`config.mk`:
```
export PLATFORM = sky130hd
export DESIGN_NAME = axi_r_req_arbiter
export DESIGN_NICKNAME = d
export VERILOG_FILES = /design/src/rtl/axi_r_req_arbiter.sv
export SDC_FILE = /design/constraint.sdc
export NUM_CORES = 1
export LEC_CHECK = 0
export CORE_ASPECT_RATIO = 1.25
export CORE_MARGIN = 5
export CORE_UTILIZATION = 24
export CTS_CLUSTER_SIZE = 28
export DETAILED_ROUTE_END_ITERATION = 16
export GPL_TIMING_DRIVEN = 0
export PLACE_DENSITY = 0.83
export SLEW_MARGIN = 20
export SYNTH_ARGS = -nofsm -noshare
export SYNTH_HDL_FRONTEND = slang
export SYNTH_SLANG_ARGS = --single-unit
export TNS_END_PERCENT = 5
```
`constraint.sdc`:
```
create_clock -name ACLK -period 2.15 [get_ports ACLK]
set_clock_uncertainty 0.15 [all_clocks]
set_input_delay 0.43 -clock ACLK [delete_from_list [all_inputs] [get_ports ACLK]]
set_output_delay 0.43 -clock ACLK [all_outputs]
set_load 0.02 [all_outputs]
```
`src/rtl/axi_r_req_arbiter.sv`:
```
// axi_r_req_arbiter: round-robin sharing of one AXI read front end between fetch (port 0) and LSU (port 1)
module axi_r_req_arbiter #(
  parameter int ADDR_WIDTH = 32,
  parameter int DATA_WIDTH = 32,
  parameter int ID_WIDTH   = 4,
  parameter int MAX_OUTS   = 2
) (
  input  logic                  ACLK,
  input  logic                  ARESET,
  input  logic                  m0_ren,
  input  logic [ADDR_WIDTH-1:0] m0_araddr,
  input  logic [2:0]            m0_arsize,
  output logic                  m0_raddr_ok,
  output logic [DATA_WIDTH-1:0] m0_rdata,
  output logic                  m0_rdata_ok,
  input  logic                  m0_data_resp,
  input  logic                  m1_ren,
  input  logic [ADDR_WIDTH-1:0] m1_araddr,
  input  logic [2:0]            m1_arsize,
  output logic                  m1_raddr_ok,
  output logic [DATA_WIDTH-1:0] m1_rdata,
  output logic                  m1_rdata_ok,
  input  logic                  m1_data_resp,
  output logic                  ren,
  output logic [ADDR_WIDTH-1:0] araddr,
  output logic [2:0]            arsize,
  output logic [ID_WIDTH-1:0]   arid,
  input  logic                  raddr_ok,
  input  logic [DATA_WIDTH-1:0] sram_rdata,
  input  logic [ID_WIDTH-1:0]   rid,
  input  logic                  rdata_ok,
  output logic                  data_resp
);
  localparam int CW = $clog2(MAX_OUTS + 1);
  localparam logic [CW-1:0] MAX_C = CW'(MAX_OUTS);
  typedef enum logic {IDLE, HOLD} state_t;
  state_t state_q, state_d;
  logic grant_q, grant_d, last_q, last_d;
  logic [CW-1:0] cnt0_q, cnt0_d, cnt1_q, cnt1_d;
  logic el0, el1, gnt, req, acc0, acc1, r, ok0, ok1;
  logic unused_rid;
  assign unused_rid = ^rid;
  always_comb begin
    el0 = m0_ren && cnt0_q < MAX_C;
    el1 = m1_ren && cnt1_q < MAX_C;
    gnt = state_q == HOLD ? grant_q : (el0 && el1 ? ~last_q : el1);
    req = !ARESET && (state_q == HOLD ? (grant_q ? m1_ren : m0_ren) : (el0 || el1));
    acc0 = req && raddr_ok && !gnt;
    acc1 = req && raddr_ok && gnt;
    r = rid[0];
    ok0 = !ARESET && rdata_ok && !r;
    ok1 = !ARESET && rdata_ok && r;
    // a dropped request in HOLD releases the lock without an accept
    state_d = req && !raddr_ok ? HOLD : IDLE;
    grant_d = gnt;
    last_d = (acc0 || acc1) ? gnt : last_q;
    cnt0_d = acc0 && !ok0 ? cnt0_q + 1'b1 : (ok0 && !acc0 && cnt0_q != '0 ? cnt0_q - 1'b1 : cnt0_q);
    cnt1_d = acc1 && !ok1 ? cnt1_q + 1'b1 : (ok1 && !acc1 && cnt1_q != '0 ? cnt1_q - 1'b1 : cnt1_q);
  end
  always_ff @(posedge ACLK or posedge ARESET) begin
    if (ARESET) begin
      state_q <= IDLE;
      grant_q <= 1'b0;
      last_q  <= 1'b1;
      cnt0_q  <= '0;
      cnt1_q  <= '0;
    end else begin
      state_q <= state_d;
      grant_q <= grant_d;
      last_q  <= last_d;
      cnt0_q  <= cnt0_d;
      cnt1_q  <= cnt1_d;
    end
  end
  assign ren         = req;
  assign araddr      = req ? (gnt ? m1_araddr : m0_araddr) : '0;
  assign arsize      = req ? (gnt ? m1_arsize : m0_arsize) : '0;
  assign arid        = req ? ID_WIDTH'(gnt) : '0;
  assign m0_raddr_ok = acc0;
  assign m1_raddr_ok = acc1;
  assign data_resp   = !ARESET && (r ? m1_data_resp : m0_data_resp);
  assign m0_rdata    = ARESET ? '0 : sram_rdata;
  assign m1_rdata    = ARESET ? '0 : sram_rdata;
  assign m0_rdata_ok = ok0;
  assign m1_rdata_ok = ok1;
endmodule

```
==> flow_summary.json, run 1 <==
{
  "synth_top_family_by_area": "simple AND/OR/NAND/NOR gates",
  "cp_top_family": "buffers and inverters",
  "crit_path_start_kind": "register",
  "cts_sinks": 7,
  "synth_ff_type": "dfrtp_1",
  "yosys.area_share.simple_pct": 38.9,
  "rrSetupSlack_ns": 0.13,
  "r2r_cells": 9,
  "antennaDiodeCount": 0,
  "regArea_um2": 178,
  "numCtsBuffers": 3,
  "synth.cell_area_um2": 1490,
  "rr_endpoint": "cnt1_q[0]",
  "initial_core_util_pct": 24.4,
  "clk_pin_slew_ns": 0.04,
  "htreeDepth": 1,
  "setup_viol": 48,
  "gr-usage-all-layers_pct": 19.8,
  "outcome": "complete, but fails checks",
  "post_drt_wl_per_cell_um": 14.9,
  "crit_fanout": 10,
  "ant_nets": 0,
  "muxShareOfSynthArea_pct": 1.59,
  "synth_commonest_cells": "nand2_1 (73), a21oi_1 (38), buf_4 (36)",
  "power_density_nw_per_um2": 522,
  "comb_power_share_pct": 79.6,
  "placedInstanceArea_um2": 3770,
  "root_buffer": "clkbuf_8",
  "cp.depth": 8,
  "yosys_register_bits": 7,
  "max-vdd-ir-drop_mv": 0.227,
  "synth_edf_count": 0,
  "synthCells": 238,
  "dieWidth_um": 80.6,
  "async_flop_share_pct": 100,
  "yosysMostFrequentCell": "nand2_1",
  "dpl.hpwl_mm": 6.83,
  "grt_pass1_wl_mm": 12.6,
  "fp.dieArea_um2": 7910,
  "first_pass_iters": 4,
  "worstSetupPathType": "register to primary output",
  "final_hold_viol_count": 0,
  "rsz0062_at_grt": "true",
  "vias": 2381,
  "die_h_um": 98.2,
  "cp.arrival_ns": 1.73,
  "swShare_pct": 44.6,
  "insertion_delay_ns": 0.22,
  "cp_slowest_stage_delay_ns": 0.41,
  "drive_gt1_share_pct": 41.0,
  "clock_power_share_pct": 8.7,
  "fmax_mhz": 433,
  "portBuffers": 216,
  "synth.distinct_cells": 33,
  "core_area_um2": 6130,
  "fin_nets": 588,
  "critPathCapture": "araddr[30]",
  "io_pins": 223,
  "drt_iter0_markers": 40,
  "synth_top_area_share_pct": 18.3,
  "cts_hold_buf": 0,
  "finalWirelength_mm": 8.33,
  "via_per_inst": 4.27,
  "end_kind": "primary output",
  "area_growth_pct": 164,
  "antenna_found_initial": 0,
  "synth_xor_area_share_pct": 1.17,
  "cts_buffer_depth": 2,
  "gp_congestion": 0.841,
  "ys_seq_area_share_pct": 11.8,
  "whs_ns": 0.227,
  "seq_power_share_pct": 11.7,
  "tritoncts": "yes",
  "synth_top_area_cell": "nand2_1",
  "syn_area_per_cell_um2": 6.28,
  "synth_compound_area_share_pct": 22.2,
  "cp_cell_sequence": "mux2i_2 -> nand2_1 -> nand2_1 -> nand2_2 -> buf_6 -> buf_6 -> a21oi_1 -> buf_4",
  "yosysWarnings": 0,
  "grt_pass1_vias": 2484,
  "final_area_um2": 3950,
  "drv_slew": 0,
  "fillers": 550,
  "p_switching_uw": 919,
  "violations": "negative setup slack",
  "period_needed_ns": 2.31,
  "grt-ovfl-total": 0,
  "multi_input_area_um2": 1120,
  "period_share_pct": 107,
  "power_leakage_uw": 0.00189,
  "final_util_pct": 64.5,
  "critPathBufInv": 3,
  "power_uw": 2060,
  "internal_power_uw": 1140,
  "worstPathRequired_ns": 1.57,
  "rows": 32,
  "r2r-start": "state_q",
  "drc": 0,
  "crit_slowest_cell": "dfrtp_2",
  "min_path_type": "input pin to async pin",
  "grt_start_max_net_pins": 12,
  "yosys.area_share.adder_pct": 0,
  "setup_slack_ns": -0.159,
  "cp-startpoint": "state_q",
  "drv_cap": 0,
  "synth.area.top_cells": "nand2_1 (18%), buf_4 (18%), nor2b_1 (13%)"
}
## per-stage QoR
step / TNS, ns / worst slack (ns) / cells
global placement: -76.32 / -1.03 / 541
finish: -4.21 / -0.159 / 558
floorplan: -0.611 / -0.0220 / 240
global route: -7.78 / -0.230 / 558
CTS: -5.32 / -0.157 / 556
detailed placement: -78.91 / -1.07 / 541
## cell families (layout without fill, tap and decap cells)
logic type / Yosys count / after routing
DFF: 7 / 7
muxes: 2 / 2
buffers and inverters: 57 / 290
and+or+nand+nor: 118 / 118
AOI/OAI and AO/OA: 51 / 51
xor gates and xnor gates: 2 / 2
other: 1 / 3
## power by group through the flow
stage | Sequential [µW] | Combinational, µW | Clock [µW]
after global routing | 251 | 1750 | 189
after global placement | 234 | 1390 | 0
final | 241 | 1640 | 179
after floorplan | 226 | 765 | 0
after detailed placement | 240 | 1410 | 0
after CTS | 240 | 1570 | 184
## routing by layer
layer / routed length (µm) / vias to the layer above / global-route usage [%] / share of wire [%]
met1: 2700 / 1044 / 18.5 / 32
met2: 4590 / 120 / 39.5 / 55
met5: 0 / - / 0 / 0
met3: 939 / 10 / 7.84 / 11
met4: 95 / 0 / 3.25 / 1.1
li1: - / 1207 / - / -
## area by class of cell
class | instances | share of cell area, %
timing repair buffer | 229 | 52.1
inverter | 8 | 0.824
buffer | 49 | 10.5
tap | 85 | 2.69
clock buffer | 4 | 1.14
sequential | 7 | 4.50
multi-input combinational | 176 | 28.3
## layout by cell type, fill, tap and decap left out, types with 2 or more instances in the layout
cell and count:
clkdlybuf4s50_1 107, buf_6 23, nor2b_1 32, buf_2 3, clkbuf_2 18, buf_8 2
dlygate4sd2_1 21, a21oi_2 23, conb_1 3, nand2_2 2, o21ai_1 3, buf_4 90
clkbuf_8 4, inv_1 6, clkdlybuf4s15_1 8, a21oi_4 3, clkbuf_4 3, nor3b_1 2
nand2_4 4, xnor2_1 2, a211oi_2 2, dfrtp_1 5, nor2_1 3, nand2_1 67
a21oi_1 14
## state kept, by name (all words and copies together), names as in the netlist
register and flops:
grant_q 1, last_q 1, cnt0_q 2, state_q 1, cnt1_q 2
## worst min-delay path by stage
stage	depth (start not counted)	slack (ns)	to	startpoint
2_1_floorplan	1	0.07	cnt0_q[0]	ARESET
3_3_place_gp	1	0.33	cnt1_q[0]	cnt1_q[0]
3_5_place_dp	1	0.35	cnt0_q[0]	cnt0_q[0]
4_1_cts	2	0.24	cnt1_q[1]	ARESET
5_1_grt	2	0.26	cnt0_q[0]	ARESET
6_report	2	0.23	cnt1_q[1]	ARESET
## repair_timing
item,4_1_cts,5_1_grt
gates resized for setup,333,82
pin swaps,10,5
buffers inserted,9,2
setup endpoints to repair,107,92
cloned,2,0
Note: power is estimated with default switching activity, not from simulation.
==> run 2: changes to the inputs <==
--- a/config.mk
+++ b/config.mk
@@ -12,6 +12,7 @@
 export DETAILED_ROUTE_END_ITERATION = 16
 export GPL_TIMING_DRIVEN = 0
 export PLACE_DENSITY = 0.83
+export SKIP_LAST_GASP = 1
 export SLEW_MARGIN = 20
 export SYNTH_ARGS = -nofsm -noshare
 export SYNTH_HDL_FRONTEND = slang
==> flow_summary.json, run 2 (synthesized netlist as in run 1, its figures left out) <==
{
  "outcome": "complete, but fails checks",
  "violations": "negative setup slack",
  "cp.arrival_ns": 1.82,
  "max-vdd-ir-drop_mv": 0.221,
  "final_hold_viol_count": 0,
  "insertion_delay_ns": 0.22,
  "crit_fanout": 10,
  "drt_iter0_markers": 50,
  "fp.dieArea_um2": 7910,
  "regArea_um2": 178,
  "area_growth_pct": 158,
  "placedInstanceArea_um2": 3770,
  "ant_nets": 0,
  "final_util_pct": 62.9,
  "layout.cells.most_common_list": "clkdlybuf4s50_1 (137), nand2_1 (69), buf_4 (51), dlygate4sd2_1 (37)",
  "worstPathRequired_ns": 1.57,
  "end_kind": "primary output",
  "root_buffer": "clkbuf_8",
  "top_regs": "cnt0_q: 2 flops, cnt1_q: 2 flops",
  "tritoncts": "yes",
  "setup_slack_ns": -0.246,
  "crit_path_start_kind": "input pin",
  "grt_pass1_wl_mm": 12.5,
  "fmax_mhz": 417,
  "first_pass_iters": 4,
  "power_density_nw_per_um2": 495,
  "place_inst": 541,
  "initial_core_util_pct": 24.4,
  "setup_tns_ns": -13.32,
  "drv_cap": 0,
  "finalWirelength_mm": 8.17,
  "die_h_um": 98.2,
  "power_leakage_uw": 0.00191,
  "period_needed_ns": 2.40,
  "final_area_um2": 3860,
  "gp_congestion": 0.841,
  "drc": 0,
  "cts_sinks": 7,
  "portBuffers": 216,
  "grt_pass1_vias": 2521,
  "grt_start_max_net_pins": 12,
  "fillers": 567,
  "vias": 2360,
  "numCtsBuffers": 3,
  "dieWidth_um": 80.6,
  "rsz0062_at_grt": "true",
  "worstSetupPathType": "input pin to primary output",
  "period_share_pct": 111,
  "core_area_um2": 6130,
  "min_path_type": "input pin to async pin",
  "r2r-start": "state_q",
  "post_drt_wl_per_cell_um": 14.7,
  "drv_slew": 0,
  "cts_buffer_depth": 2,
  "clk_pin_slew_ns": 0.04,
  "drive_gt1_share_pct": 27.4,
  "final-instance-count-excl-fill": 557,
  "antenna_found_initial": 0,
  "final_common_cell": "clkdlybuf4s50_1",
  "whs_ns": 0.227,
  "io_pins": 223,
  "htreeDepth": 1,
  "rows": 32,
  "dpl.hpwl_mm": 6.83,
  "via_per_inst": 4.24,
  "multi_input_area_um2": 1040,
  "fin_nets": 586,
  "gr-usage-all-layers_pct": 19.7,
  "setup_viol": 100,
  "cp-startpoint": "ARESET",
  "grt-ovfl-total": 0
}
==> run 2: cell types whose count changed in the layout (fill, tap and decap cells not counted), moves of 2 or more <==
cell / delta
buf_4: -39
clkdlybuf4s50_1: +30
buf_2: +29
a21oi_1: +18
a21oi_2: -18
clkbuf_2: -17
buf_6: -16
dlygate4sd2_1: +16
clkdlybuf4s15_1: -8
dlymetal6s2s_1: +5
nand2_1: +2
==> run 2: path summary, 6_finish.rpt <==
check / endpoint / depth (start not counted) / slack (ns)
max: m0_rdata[18] / 4 / -0.25
min: cnt1_q[1] / 2 / 0.23
max reg2reg: cnt1_q[0] / 9 / 0.08
min reg2reg: cnt0_q[0] / 1 / 0.35
max in group asynchronous: last_q / 2 / 1.40
min in group ACLK: cnt0_q[0] / 1 / 0.35
==> run 2: worst max-delay path: stages <==
cell and delay (ns):
dlygate4sd2_1 0.33, clkbuf_4 0.23, nor2b_1 0.17, clkdlybuf4s50_1 0.65
==> run 2: area by class of cell <==
class,instances,share of cell area [%]
antenna,1,0.0649
buffer,49,10.2
clock buffer,4,1.17
inverter,8,0.844
multi-input combinational,176,26.9
sequential,7,4.61
tap,85,2.76
timing repair buffer,227,53.5
==> run 2: metrics by stage <==
step	total power (µW)	worst slack (ns)
final	1910	-0.246
after global routing	2050	-0.322
after CTS	1920	-0.273
after detailed placement	1650	-1.07
after global placement	1620	-1.03
after floorplan	991	-0.0220
==> run 2: per-layer routing <==
| layer | vias to the layer above | part of all wire, % | global-route usage (%) |
|---|---|---|---|
| li1 | 1203 | - | - |
| met1 | 1031 | 33 | 18.2 |
| met2 | 116 | 54 | 39.7 |
| met3 | 10 | 11 | 7.93 |
| met4 | 0 | 1.1 | 3.12 |
| met5 | - | 0 | 0 |
==> run 2: where the power goes <==
group / leakage, µW / internal [µW] / switching [µW]
sequential: 0.0000859 / 184 / 55.4
clock: 0.0000228 / 128 / 50.8
combinational: 0.00180 / 736 / 755
total: 0.00191 / 1050 / 862
==> run 2: repair_timing <==
| action | in CTS | in global routing |
|---|---|---|
| buffers inserted | 9 | 0 |
| endpoints found under the hold margin | 0 | 0 |
| gates cloned | 2 | 0 |
| endpoints found under the setup margin | 107 | 108 |
| pin swaps | 9 | 0 |
| gates resized for setup | 234 | 5 |
| hold buffers | 0 | 0 |
==> run 3: changes to the inputs <==
--- a/config.mk
+++ b/config.mk
@@ -5,7 +5,7 @@
 export SDC_FILE = /design/constraint.sdc
 export NUM_CORES = 1
 export LEC_CHECK = 0
-export CORE_ASPECT_RATIO = 1.25
+export CORE_ASPECT_RATIO = 0.8
 export CORE_MARGIN = 5
 export CORE_UTILIZATION = 24
 export CTS_CLUSTER_SIZE = 28
==> flow_summary.json, run 3 (synthesized netlist as in run 1, its figures left out) <==
{
  "cts_hold_buf": 0,
  "via_per_inst": 4.20,
  "grt_pass1_wl_mm": 12.3,
  "root_buffer": "clkbuf_8",
  "vias": 2321,
  "grt_start_max_net_pins": 12,
  "grt-ovfl-total": 0,
  "drv_slew": 0,
  "setup_slack_ns": -0.296,
  "fillers": 548,
  "drt_iter0_markers": 54,
  "fp.dieArea_um2": 7910,
  "period_share_pct": 114,
  "worstPathRequired_ns": 1.57,
  "worstSetupPathType": "input pin to primary output",
  "final_common_cell": "clkdlybuf4s50_1",
  "violations": "negative setup slack",
  "tritoncts": "yes",
  "top_regs": "cnt0_q: 2 flops, cnt1_q: 2 flops",
  "cp_cell_sequence": "clkdlybuf4s50_1 -> mux2i_1 -> nor2_1 -> clkdlybuf4s50_1",
  "cts_sinks": 7,
  "grt_pass1_vias": 2300,
  "dieWidth_um": 98.2,
  "max-vdd-ir-drop_mv": 0.372,
  "numCtsBuffers": 3,
  "min_path_type": "input pin to async pin",
  "fin_nets": 586,
  "drv_cap": 0,
  "clk_pin_slew_ns": 0.04,
  "critPathMostFrequentCell": "clkdlybuf4s50_1",
  "power_leakage_uw": 0.00189,
  "ant_nets": 0,
  "antennaDiodeCount": 0,
  "dpl.hpwl_mm": 7.21,
  "rsz0062_at_grt": "true",
  "critPathBufInv": 2,
  "pre_cts_ws_ns": -1.06,
  "cp_slowest_stage_delay_ns": 0.63,
  "portBuffers": 216,
  "crit_path_start_kind": "input pin",
  "period_needed_ns": 2.45,
  "antenna_found_initial": 0,
  "post_drt_wl_per_cell_um": 15.3,
  "cp.arrival_ns": 1.87,
  "layout.cells.most_common_list": "clkdlybuf4s50_1 (131), nand2_1 (72), buf_4 (51), dlygate4sd2_1 (43)",
  "finalWirelength_mm": 8.47,
  "crit_slowest_cell": "clkdlybuf4s50_1",
  "final_hold_viol_count": 0,
  "cts_buffer_depth": 2,
  "insertion_delay_ns": 0.23,
  "first_pass_iters": 4,
  "area_growth_pct": 159,
  "power_density_nw_per_um2": 491,
  "drc": 0,
  "gp_congestion": 0.843,
  "initial_core_util_pct": 25.0,
  "drive_gt1_share_pct": 27.2,
  "power_uw": 1900,
  "htreeDepth": 1,
  "rows": 25,
  "cp_top_family": "buffers and inverters",
  "outcome": "complete, but fails checks",
  "end_kind": "primary output",
  "gr-usage-all-layers_pct": 19.8,
  "die_h_um": 80.6,
  "core_area_um2": 5970,
  "crit_fanout": 3,
  "setup_viol": 65,
  "fmax_mhz": 409,
  "io_pins": 223
}
run 3: cell count changes in the layout (fill, tap and decap cells not counted), sizes merged, moves of 2 or more:
cell	change
dlygate4sd2	+6
buf	-7
clkdlybuf4s15	+5
clkdlybuf4s50	-6
clkbuf	+4
dlymetal6s2s	-2
run 3: area by class of cell:
cell class	instances	area, µm²	share of cell area, %
tap	81	101	2.62
sequential	7	178	4.59
buffer	49	395	10.2
clock buffer	4	45.0	1.16
inverter	8	37.5	0.969
timing repair buffer	227	2080	53.6
multi-input combinational	176	1040	26.8
run 3: worst paths after layout:
path | from | end | slack, ns | cells after the start
max | rid[0] | data_resp | -0.30 | 4
min | ARESET | cnt0_q[1] | 0.06 | 2
max reg2reg | last_q | cnt1_q[0] | 0.20 | 8
min reg2reg | cnt0_q[0] | cnt0_q[0] | 0.34 | 1
max in group asynchronous | ARESET | last_q | 1.57 | 2
min in group ACLK | cnt0_q[0] | cnt0_q[0] | 0.34 | 1
run 3: power breakdown:
part	internal [µW]	total [µW]	switching, µW
registers	184	238	54.2
logic	724	1480	754
clock network	128	185	56.6
run 3: repair_timing:
action | CTS | global route
setup buffers | 5 | 5
pin swaps | 2 | 3
gates cloned | 2 | 0
gates resized for setup | 215 | 32
setup endpoints to repair | 108 | 106
run 3: through the flow:
step | utilization (%) | hold WS, ns | setup TNS [ns] | instance area [µm²] | std cells
final | 64.8 | 0.0632 | -11.37 | 3870 | 552
after global routing | 64.8 | 0.0856 | -16.27 | 3870 | 552
after CTS | 63.8 | 0.255 | -17.50 | 3810 | 548
after detailed placement | 63.1 | 0.342 | -82.02 | 3770 | 537
after global placement | 63.1 | 0.332 | -80.42 | 3770 | 537
after floorplan | - | 0.0700 | -0.611 | 1510 | 240
run 3: layer usage:
layer / global-route usage [%] / up-vias / part of all wire, %
li1: - / 1198 / -
met1: 21.5 / 1051 / 37
met2: 38.9 / 62 / 57
met3: 4.43 / 10 / 4.7
met4: 4.91 / 0 / 1.5
met5: 0 / - / 0
